===== config.mk =====
export PLATFORM = sky130hd
export DESIGN_NAME = alu_issue_stage
export DESIGN_NICKNAME = d
export VERILOG_FILES = /design/src/rtl/alu_pkg.sv /design/src/rtl/alu_regfile.sv /design/src/rtl/alu_issue_stage.sv
export SDC_FILE = /design/constraint.sdc
export NUM_CORES = 1
export LEC_CHECK = 0
export CAP_MARGIN = 20
export CORE_UTILIZATION = 61
export CTS_CLUSTER_SIZE = 24
export DETAILED_ROUTE_END_ITERATION = 6
export PLACE_DENSITY_LB_ADDON = 0.25
export SKIP_LAST_GASP = 1
export SLEW_MARGIN = 20
export SYNTH_ARGS = -nofsm -noshare
export SYNTH_HDL_FRONTEND = slang
export SYNTH_HIERARCHICAL = 1
export SYNTH_SLANG_ARGS = --single-unit

===== constraint.sdc =====
create_clock -name clk -period 4.4 [get_ports clk]
set_input_delay 1.1 -clock clk [delete_from_list [all_inputs] [get_ports clk]]
set_output_delay 1.1 -clock clk [all_outputs]
set_load 0.02 [all_outputs]

===== src/rtl/alu_pkg.sv =====
// Shared types for the ALU issue stage: opcodes, sequencer states and the flag word.
package alu_pkg;

    typedef enum logic [2:0] {
        ALU_ADD = 3'b000,
        ALU_SLL = 3'b001,
        ALU_AND = 3'b111
    } alu_op_t;

    typedef enum logic [1:0] {
        IDLE = 2'd0,
        EXEC = 2'd1,
        WB   = 2'd2
    } issue_state_t;

    typedef struct packed {
        logic c;
        logic v;
        logic z;
    } flags_t;

    // True for the three opcodes the ALU actually implements.
    function automatic logic op_is_legal(input logic [2:0] op);
        return (op == ALU_ADD) || (op == ALU_SLL) || (op == ALU_AND);
    endfunction

endpackage


===== src/rtl/alu_regfile.sv =====
// NREGS x XLEN register file: three async read ports, one sync write port,
// synchronous active-low clear, register 0 hardwired to zero.
module alu_regfile
    import alu_pkg::*;
#(
    parameter int unsigned NREGS = 8,
    parameter int unsigned XLEN  = 32,
    localparam int unsigned AW   = $clog2(NREGS)
) (
    input  logic            clk,
    input  logic            rst_n,
    input  logic            we,
    input  logic [AW-1:0]   waddr,
    input  logic [XLEN-1:0] wdata,
    input  logic [AW-1:0]   raddr_a,
    output logic [XLEN-1:0] rdata_a,
    input  logic [AW-1:0]   raddr_b,
    output logic [XLEN-1:0] rdata_b,
    input  logic [AW-1:0]   raddr_dbg,
    output logic [XLEN-1:0] rdata_dbg
);

    logic [XLEN-1:0] mem_q [NREGS];

    // Clear on reset; writes to register 0 are dropped.
    always_ff @(posedge clk) begin
        if (!rst_n) begin
            for (int i = 0; i < int'(NREGS); i++) begin
                mem_q[i] <= '0;
            end
        end else if (we && (waddr != '0)) begin
            mem_q[waddr] <= wdata;
        end
    end

    assign rdata_a   = (raddr_a   == '0) ? '0 : mem_q[raddr_a];
    assign rdata_b   = (raddr_b   == '0) ? '0 : mem_q[raddr_b];
    assign rdata_dbg = (raddr_dbg == '0) ? '0 : mem_q[raddr_dbg];

endmodule


===== src/rtl/alu_issue_stage.sv =====
// Operand-fetch / issue / write-back sequencer for the 32-bit ALU.
// IDLE captures operands, EXEC lets the ALU settle, WB writes rd and the flags.
// Optional: define ALU_ISSUE_OPCHECK_EN to reject unknown opcodes with an err pulse.
module alu_issue_stage
    import alu_pkg::*;
#(
    parameter int unsigned NREGS = 8,
    parameter int unsigned XLEN  = 32,
    localparam int unsigned AW   = $clog2(NREGS)
) (
    input  logic            clk,
    input  logic            rst_n,
    input  logic            in_valid,
    output logic            in_ready,
    input  logic [2:0]      in_op,
    input  logic [AW-1:0]   in_rd,
    input  logic [AW-1:0]   in_rs1,
    input  logic [AW-1:0]   in_rs2,
    input  logic            in_use_imm,
    input  logic [XLEN-1:0] in_imm,
    output logic [XLEN-1:0] alu_a,
    output logic [XLEN-1:0] alu_b,
    output logic [2:0]      alu_op,
    input  logic [XLEN-1:0] alu_d,
    input  logic            alu_cout,
    input  logic            alu_v,
    input  logic            alu_z,
    output logic            res_valid,
    output logic [AW-1:0]   res_rd,
    output logic [XLEN-1:0] res_data,
    output logic [2:0]      flags,
`ifdef ALU_ISSUE_OPCHECK_EN
    output logic            err,
`endif
    input  logic [AW-1:0]   dbg_addr,
    output logic [XLEN-1:0] dbg_data
);

    issue_state_t    state_q;
    logic [XLEN-1:0] alu_a_q, alu_b_q;
    logic [2:0]      alu_op_q;
    logic [AW-1:0]   rd_q;
    logic            res_valid_q;
    logic [AW-1:0]   res_rd_q;
    logic [XLEN-1:0] res_data_q;
    flags_t          flags_q;
    logic [XLEN-1:0] rs1_data, rs2_data;
    logic            wb_legal;
    logic            rf_we;
    flags_t          wb_flags;

`ifdef ALU_ISSUE_OPCHECK_EN
    logic err_q;
    assign err      = err_q;
    assign wb_legal = op_is_legal(alu_op_q);
`else
    assign wb_legal = 1'b1;
`endif

    // Overflow is only meaningful for add; the ALU may drive X otherwise.
    assign wb_flags = '{c: alu_cout, v: (alu_op_q == ALU_ADD) ? alu_v : 1'b0, z: alu_z};
    assign rf_we    = (state_q == WB) && wb_legal;

    alu_regfile #(
        .NREGS (NREGS),
        .XLEN  (XLEN)
    ) u_regfile (
        .clk       (clk),
        .rst_n     (rst_n),
        .we        (rf_we),
        .waddr     (rd_q),
        .wdata     (alu_d),
        .raddr_a   (in_rs1),
        .rdata_a   (rs1_data),
        .raddr_b   (in_rs2),
        .rdata_b   (rs2_data),
        .raddr_dbg (dbg_addr),
        .rdata_dbg (dbg_data)
    );

    // Sequencer with operand capture and registered write-back outputs.
    always_ff @(posedge clk) begin
        if (!rst_n) begin
            state_q     <= IDLE;
            alu_a_q     <= '0;
            alu_b_q     <= '0;
            alu_op_q    <= '0;
            rd_q        <= '0;
            res_valid_q <= 1'b0;
            res_rd_q    <= '0;
            res_data_q  <= '0;
            flags_q     <= '0;
`ifdef ALU_ISSUE_OPCHECK_EN
            err_q       <= 1'b0;
`endif
        end else begin
            res_valid_q <= 1'b0;
`ifdef ALU_ISSUE_OPCHECK_EN
            err_q       <= 1'b0;
`endif
            unique case (state_q)
                IDLE: begin
                    if (in_valid) begin
                        alu_a_q  <= rs1_data;
                        alu_b_q  <= in_use_imm ? in_imm : rs2_data;
                        alu_op_q <= in_op;
                        rd_q     <= in_rd;
                        state_q  <= EXEC;
                    end
                end
                EXEC: state_q <= WB;
                WB: begin
                    state_q <= IDLE;
                    if (wb_legal) begin
                        res_valid_q <= 1'b1;
                        res_rd_q    <= rd_q;
                        res_data_q  <= alu_d;
                        flags_q     <= wb_flags;
                    end
`ifdef ALU_ISSUE_OPCHECK_EN
                    else begin
                        err_q <= 1'b1;
                    end
`endif
                end
                default: state_q <= IDLE;
            endcase
        end
    end

    assign in_ready  = (state_q == IDLE);
    assign alu_a     = alu_a_q;
    assign alu_b     = alu_b_q;
    assign alu_op    = alu_op_q;
    assign res_valid = res_valid_q;
    assign res_rd    = res_rd_q;
    assign res_data  = res_data_q;
    assign flags     = flags_q;

endmodule


## Word level (Yosys, flattened, before mapping)

Memories as Yosys holds them, arrays and structs flattened.
Index checks and enable logic that the tools add are counted.

| word-level totals | value |
|---|---|
| register bits | 111 |
| RAM bits | 256 |
| input bits | 86 |
| output and inout port bits | 139 |
| logic and storage cells | 39 |
| memories kept | 1 |

Memories:

| memory | depth | width | read ports | clocked after Yosys merged registers in | write ports | RTL line | text |
|---|---|---|---|---|---|---|---|
| u_regfile.mem_q | 8 | 32 | 3 | 0 | 8 | alu_regfile.sv:23 | `logic [XLEN-1:0] mem_q [NREGS];` |

| operators by class | value |
|---|---|
| equality and inequality tests | 3 |
| multiplexer cells | 15 |
| reduce and logical (&&, ||, !) cells | 9 |

Operators by type and width:

| operator | count |
|---|---|
| 32-bit two-way mux | 5 |
| 32-bit OR reduction | 1 |
| 3-bit zero test | 4 |
| 1-bit two-way mux | 7 |
| 2-bit one-hot mux with 2 select lines | 1 |
| 3-bit two-way mux | 1 |
| 3-bit nonzero test | 1 |
| 2-bit by 1-bit == test with 1-bit output (second input constant) | 1 |
| 2-bit == test (second input constant) | 1 |
| 2-bit zero test | 1 |
| 2-bit two-way mux | 1 |
| 2-bit inequality test (second input constant) | 1 |
| 2-bit AND reduction | 1 |
| 1-bit logical AND | 1 |

## Logic depth before layout (Yosys ltp)

| depth | value |
|---|---|
| depth after elaboration | 7 |
| mapped depth | 8 |
| depth with buffers taken out | 5 |

## Modules after synthesis

Netlist, hierarchy kept.

By module, submodules not included:

| module | instances | cells each | area an instance (um^2) | seq. area each (um^2) |
|---|---|---|---|---|
| alu_regfile | 1 | 1,080 | 15,031.9 | 6,726.5 |
| alu_issue_stage | 1 | 453 | 4,189.0 | 2,222.1 |

## Worst setup path before layout

No wires, ideal clock.

| path | value |
|---|---|
| path kind | in2out |
| from | input dbg_addr[0] |
| to | output dbg_data[12] |
| data arrival time | 2,293 ps |
| required time | 3,300 ps |
| path slack | 1,007 ps |
| stages | 5 |
| path buffers | 2 |
| cells stage by stage | buf_6 -> and2b_4 -> buf_12 -> a221oi_2 -> a311oi_1 |

| between the ends | value |
|---|---|
| longest elaborated chain between the ends | 2 |
| elaborated cells on any way between the ends | 3 |
| those cells by class | 1 x mux; 1 x reduce/logical; 1 x memory |

RTL lines:

| item | RTL line | text |
|---|---|---|
| start: declaration | alu_issue_stage.sv:35 | `input logic [AW-1:0] dbg_addr,` |
| memory read 8 x 32 bit / 3-bit zero test (equally long branches) | n/a |  |
| 32-bit two-way mux * | alu_regfile.sv:38 | `assign rdata_dbg = (raddr_dbg == '0) ? '0 : mem_q[raddr_dbg];` |
| end: declaration | alu_issue_stage.sv:36 | `output logic [XLEN-1:0] dbg_data` |

Every way passes the cells marked *; elsewhere a longest branch is shown, timed or not.

## Worst setup path in the final report

| path | value |
|---|---|
| from | input dbg_addr[2] |
| to | output dbg_data[11] |

Same word-level chain as after synthesis.

==> reports/metrics.cfg <==
[synthesis]
yosysSeqAreaShare_pct=46.56
yosysWarnings=6
ys_ff_latch=335
synthFlopType=edfxtp_1
synth_nets=1619
synth_area_sq_um=19220
async_reset_ff_share_pct=0
yosysUniqueCellTypes=43
synth.avg_cell_area_sq_um=12.54
syn_inst=1533
synth-edff-count=224

[finish]
post-route-util_pct=74.54
nets=1793
drive_gt1_share_pct=21.03
synthToLayoutAreaGrowth_pct=19.55
diodes=0
fin_area_sq_um=22980
fillers=2029
layout.cells.non_filler=2132

[detailed_routing]
antenna_left=0
first_iter_violations=1657
vias_per_cell=6.703
vias=14290
route.detailed.drc=28
drt_wl_total_mm=57.57
drt_pass1_iterations=7
wl_per_cell_um=27.00

[timing]
timing.hold.ws_ns=0.4575
hold_viol=0
min_period_ns=4.217
worst_pin_slew_ns=1.101
slew-limit-headroom_pct=26.43
max_freq_mhz=237.1
worst_slack_ns=0.1826
rsz0062_at_grt=no
finalSetupTns_ns=0
drv_slew=0
final-setup-viol-count=0
period_share_pct=95.85
clock_skew_ns=0.01290

[floorplan]
ios=225
die_height_um=179.5
start_util_pct=62.35
fp.dieW_um=179.5
std_cell_rows=64
dieArea_sq_um=32220
core_area_sq_um=30830

[setup_path]
path_max_fanout=20
cp_num_buf_inv=3
arrival_ns=3.12
ff2ff_path_depth=6
r2r-end=u_regfile/mem_q[2][12]
path_class=in2out
r2r_setup_slack_ns=1.79
slowest_stage=nor2b_4
cp-start-kind=input pin
cp_cell_sequence=buf_2 > nor2b_4 > buf_4 > a221oi_2 > clkdlybuf4s50_1
critPathMaxStageDelay_ns=0.89
rr_startpoint=state_q[0]
required_ns=3.30
critPathCaptureType=primary output
critPathTopFamily=buffers and inverters

[clock_tree]
clock-sinks=335
postCtsHoldBufs=0
path_clk_slew_ns=0.06
cts_made_buffers=37
cts_tree=yes
cts_resized=0
max-clock-path-buffers=3
htree_levels=2
clock-root-buffer=clkbuf_16
clk_latency_ns=0.53
post_cts_buffers=0

[place]
dp_cells=2064
gp_congestion=0.9030
placed_cell_area_sq_um=21650
pre_cts_ws_ns=0.2163
hpwl_mm=35.45
numPortBuffers=224

[global_route]
track_usage_pct=35.45
grt-ovfl-total=0
antenna_found_initial=1
grt_start_max_net_pins=78
grt_pass1_wl_mm=87.37
grt_pass1_vias=14508

[power]
power_density_nw_per_um2=359.1
p_sw_mw=2.153
seqPwrFrac_pct=43.5
pwr-share-clk_pct=40.5
finalPower_mw=8.253
swShare_pct=26.09
ir_drop_mv=0.3459
p_comb_share_pct=16.0
power.leakage_nw=8.751
intPower_mw=6.100

[flow_run]
maxCapViolCount=0

[worst_hold_path]
min_path_cells=2
hp-start=alu_a[9]
min_to=alu_a[9]
hp-class=reg2reg

[status]
violations=design-rule violations
status=finished, violations left

-- kinds of logic after synthesis --
kind of cell,synth area share [%]
AO/OA/AOI/OAI,18.28
flip-flops,46.56
buffers and inverters,5.409
multiplexers,17.80
AND/OR/NAND/NOR,11.95
-- how the worst max path moves through the flow --
stage           startpoint  cells after the start      endpoint
2_1_floorplan  dbg_addr[0]                      5  dbg_data[12]
3_3_place_gp   dbg_addr[0]                      5  dbg_data[25]
3_5_place_dp   dbg_addr[2]                      5   dbg_data[9]
4_1_cts        dbg_addr[2]                      5   dbg_data[9]
5_1_grt        dbg_addr[1]                      7  dbg_data[18]
6_report       dbg_addr[2]                      5  dbg_data[11]
-- synthesized netlist by cell type, types with 2 or more instances --
library cell / instances / area share (%)
a221oi_2: 157 / 12
o21ai_0: 38 / 0.99
a21boi_0: 37 / 1.4
edfxtp_1: 224 / 35
buf_4: 21 / 0.82
clkbuf_2: 2 / 0.052
mux2i_1: 217 / 11
buf_2: 71 / 1.8
mux2_1: 51 / 3.0
nand2_1: 117 / 2.3
o2bb2ai_1: 33 / 1.5
a211oi_2: 2 / 0.13
a221oi_1: 24 / 1.1
buf_1: 2 / 0.039
buf_12: 2 / 0.21
and2_1: 227 / 7.4
nor2_1: 8 / 0.16
dfxtp_1: 111 / 12
nand3_1: 38 / 0.99
buf_8: 6 / 0.47
a311oi_1: 7 / 0.32
buf_6: 26 / 1.5
inv_1: 2 / 0.039
mux2_4: 45 / 3.5
a211oi_1: 7 / 0.27
nand2b_1: 5 / 0.16
o21ai_1: 6 / 0.16
nor2b_1: 12 / 0.39
and3b_1: 2 / 0.091
clkbuf_1: 20 / 0.39
-- worst min-delay path: cells and delay by family (launching register included) --
family | cells | cell delay [ns]
AOI/OAI and AO/OA | 1 | 0.06
DFF | 1 | 0.31
and+or+nand+nor | 1 | 0.05
-- final cells by class --
cell class,instances,area [sq um],area share (%)
flip-flops and latches,335,8949,38.94
multi-input cells,1045,9363,40.74
inverters,3,11.26,0.04900
repair buffers,285,2833,12.33
clock buffers,54,1146,4.987
well taps,396,495.5,2.156
clock inverters,14,182.7,0.7949
-- layer usage --
metal | global-route usage (%) | vias to the layer above | share of wire, %
li1 | - | 6214 | -
met1 | 46.83 | 7048 | 40
met2 | 57.36 | 836 | 46
met3 | 6.483 | 190 | 9.5
met4 | 15.41 | 2 | 4.0
met5 | 0 | - | 0.023
-- sequential cells by signal, summed over array words and instances, names as in the netlist --
register,cells
alu_a,32
alu_b,32
alu_op,3
flags,3
rd_q,3
res_data,32
res_rd,3
res_valid,1
state_q,2
u_regfile/mem_q,224
-- layout by cell type, fill, tap and decap left out, types with 3 or more instances in the layout --
cell type / synthesis / layout
clkinv_1: 0 / 3
buf_12: 2 / 14
mux2i_1: 217 / 217
nand2_1: 117 / 117
clkbuf_1: 20 / 7
a211oi_1: 7 / 7
nor2b_4: 1 / 5
bufinv_16: 0 / 4
and2_2: 0 / 3
a221oi_1: 24 / 24
clkbuf_8: 0 / 5
buf_2: 71 / 5
mux2_1: 51 / 51
nand2b_1: 5 / 3
dfxtp_1: 111 / 111
clkbuf_16: 0 / 42
a311oi_1: 7 / 7
mux2_4: 45 / 45
a221oi_2: 157 / 157
o2bb2ai_1: 33 / 33
nor2_2: 0 / 6
and2_1: 227 / 225
clkdlybuf4s50_1: 0 / 212
nor2b_1: 12 / 7
edfxtp_1: 224 / 224
nand3_1: 38 / 38
buf_4: 21 / 54
o21ai_0: 38 / 38
o21ai_4: 0 / 6
a21boi_0: 37 / 37
-- power by group through the flow --
stage | clock, mW | combinational, mW | sequential (mW)
2_1_floorplan | 0 | 0.741 | 3.70
3_3_place_gp | 0 | 1.27 | 3.64
3_5_place_dp | 0 | 1.30 | 3.65
4_1_cts | 3.36 | 1.30 | 3.59
5_1_grt | 3.48 | 1.37 | 3.61
6_report | 3.34 | 1.32 | 3.59
No activity file was read; power rests on OpenSTA's default activity.
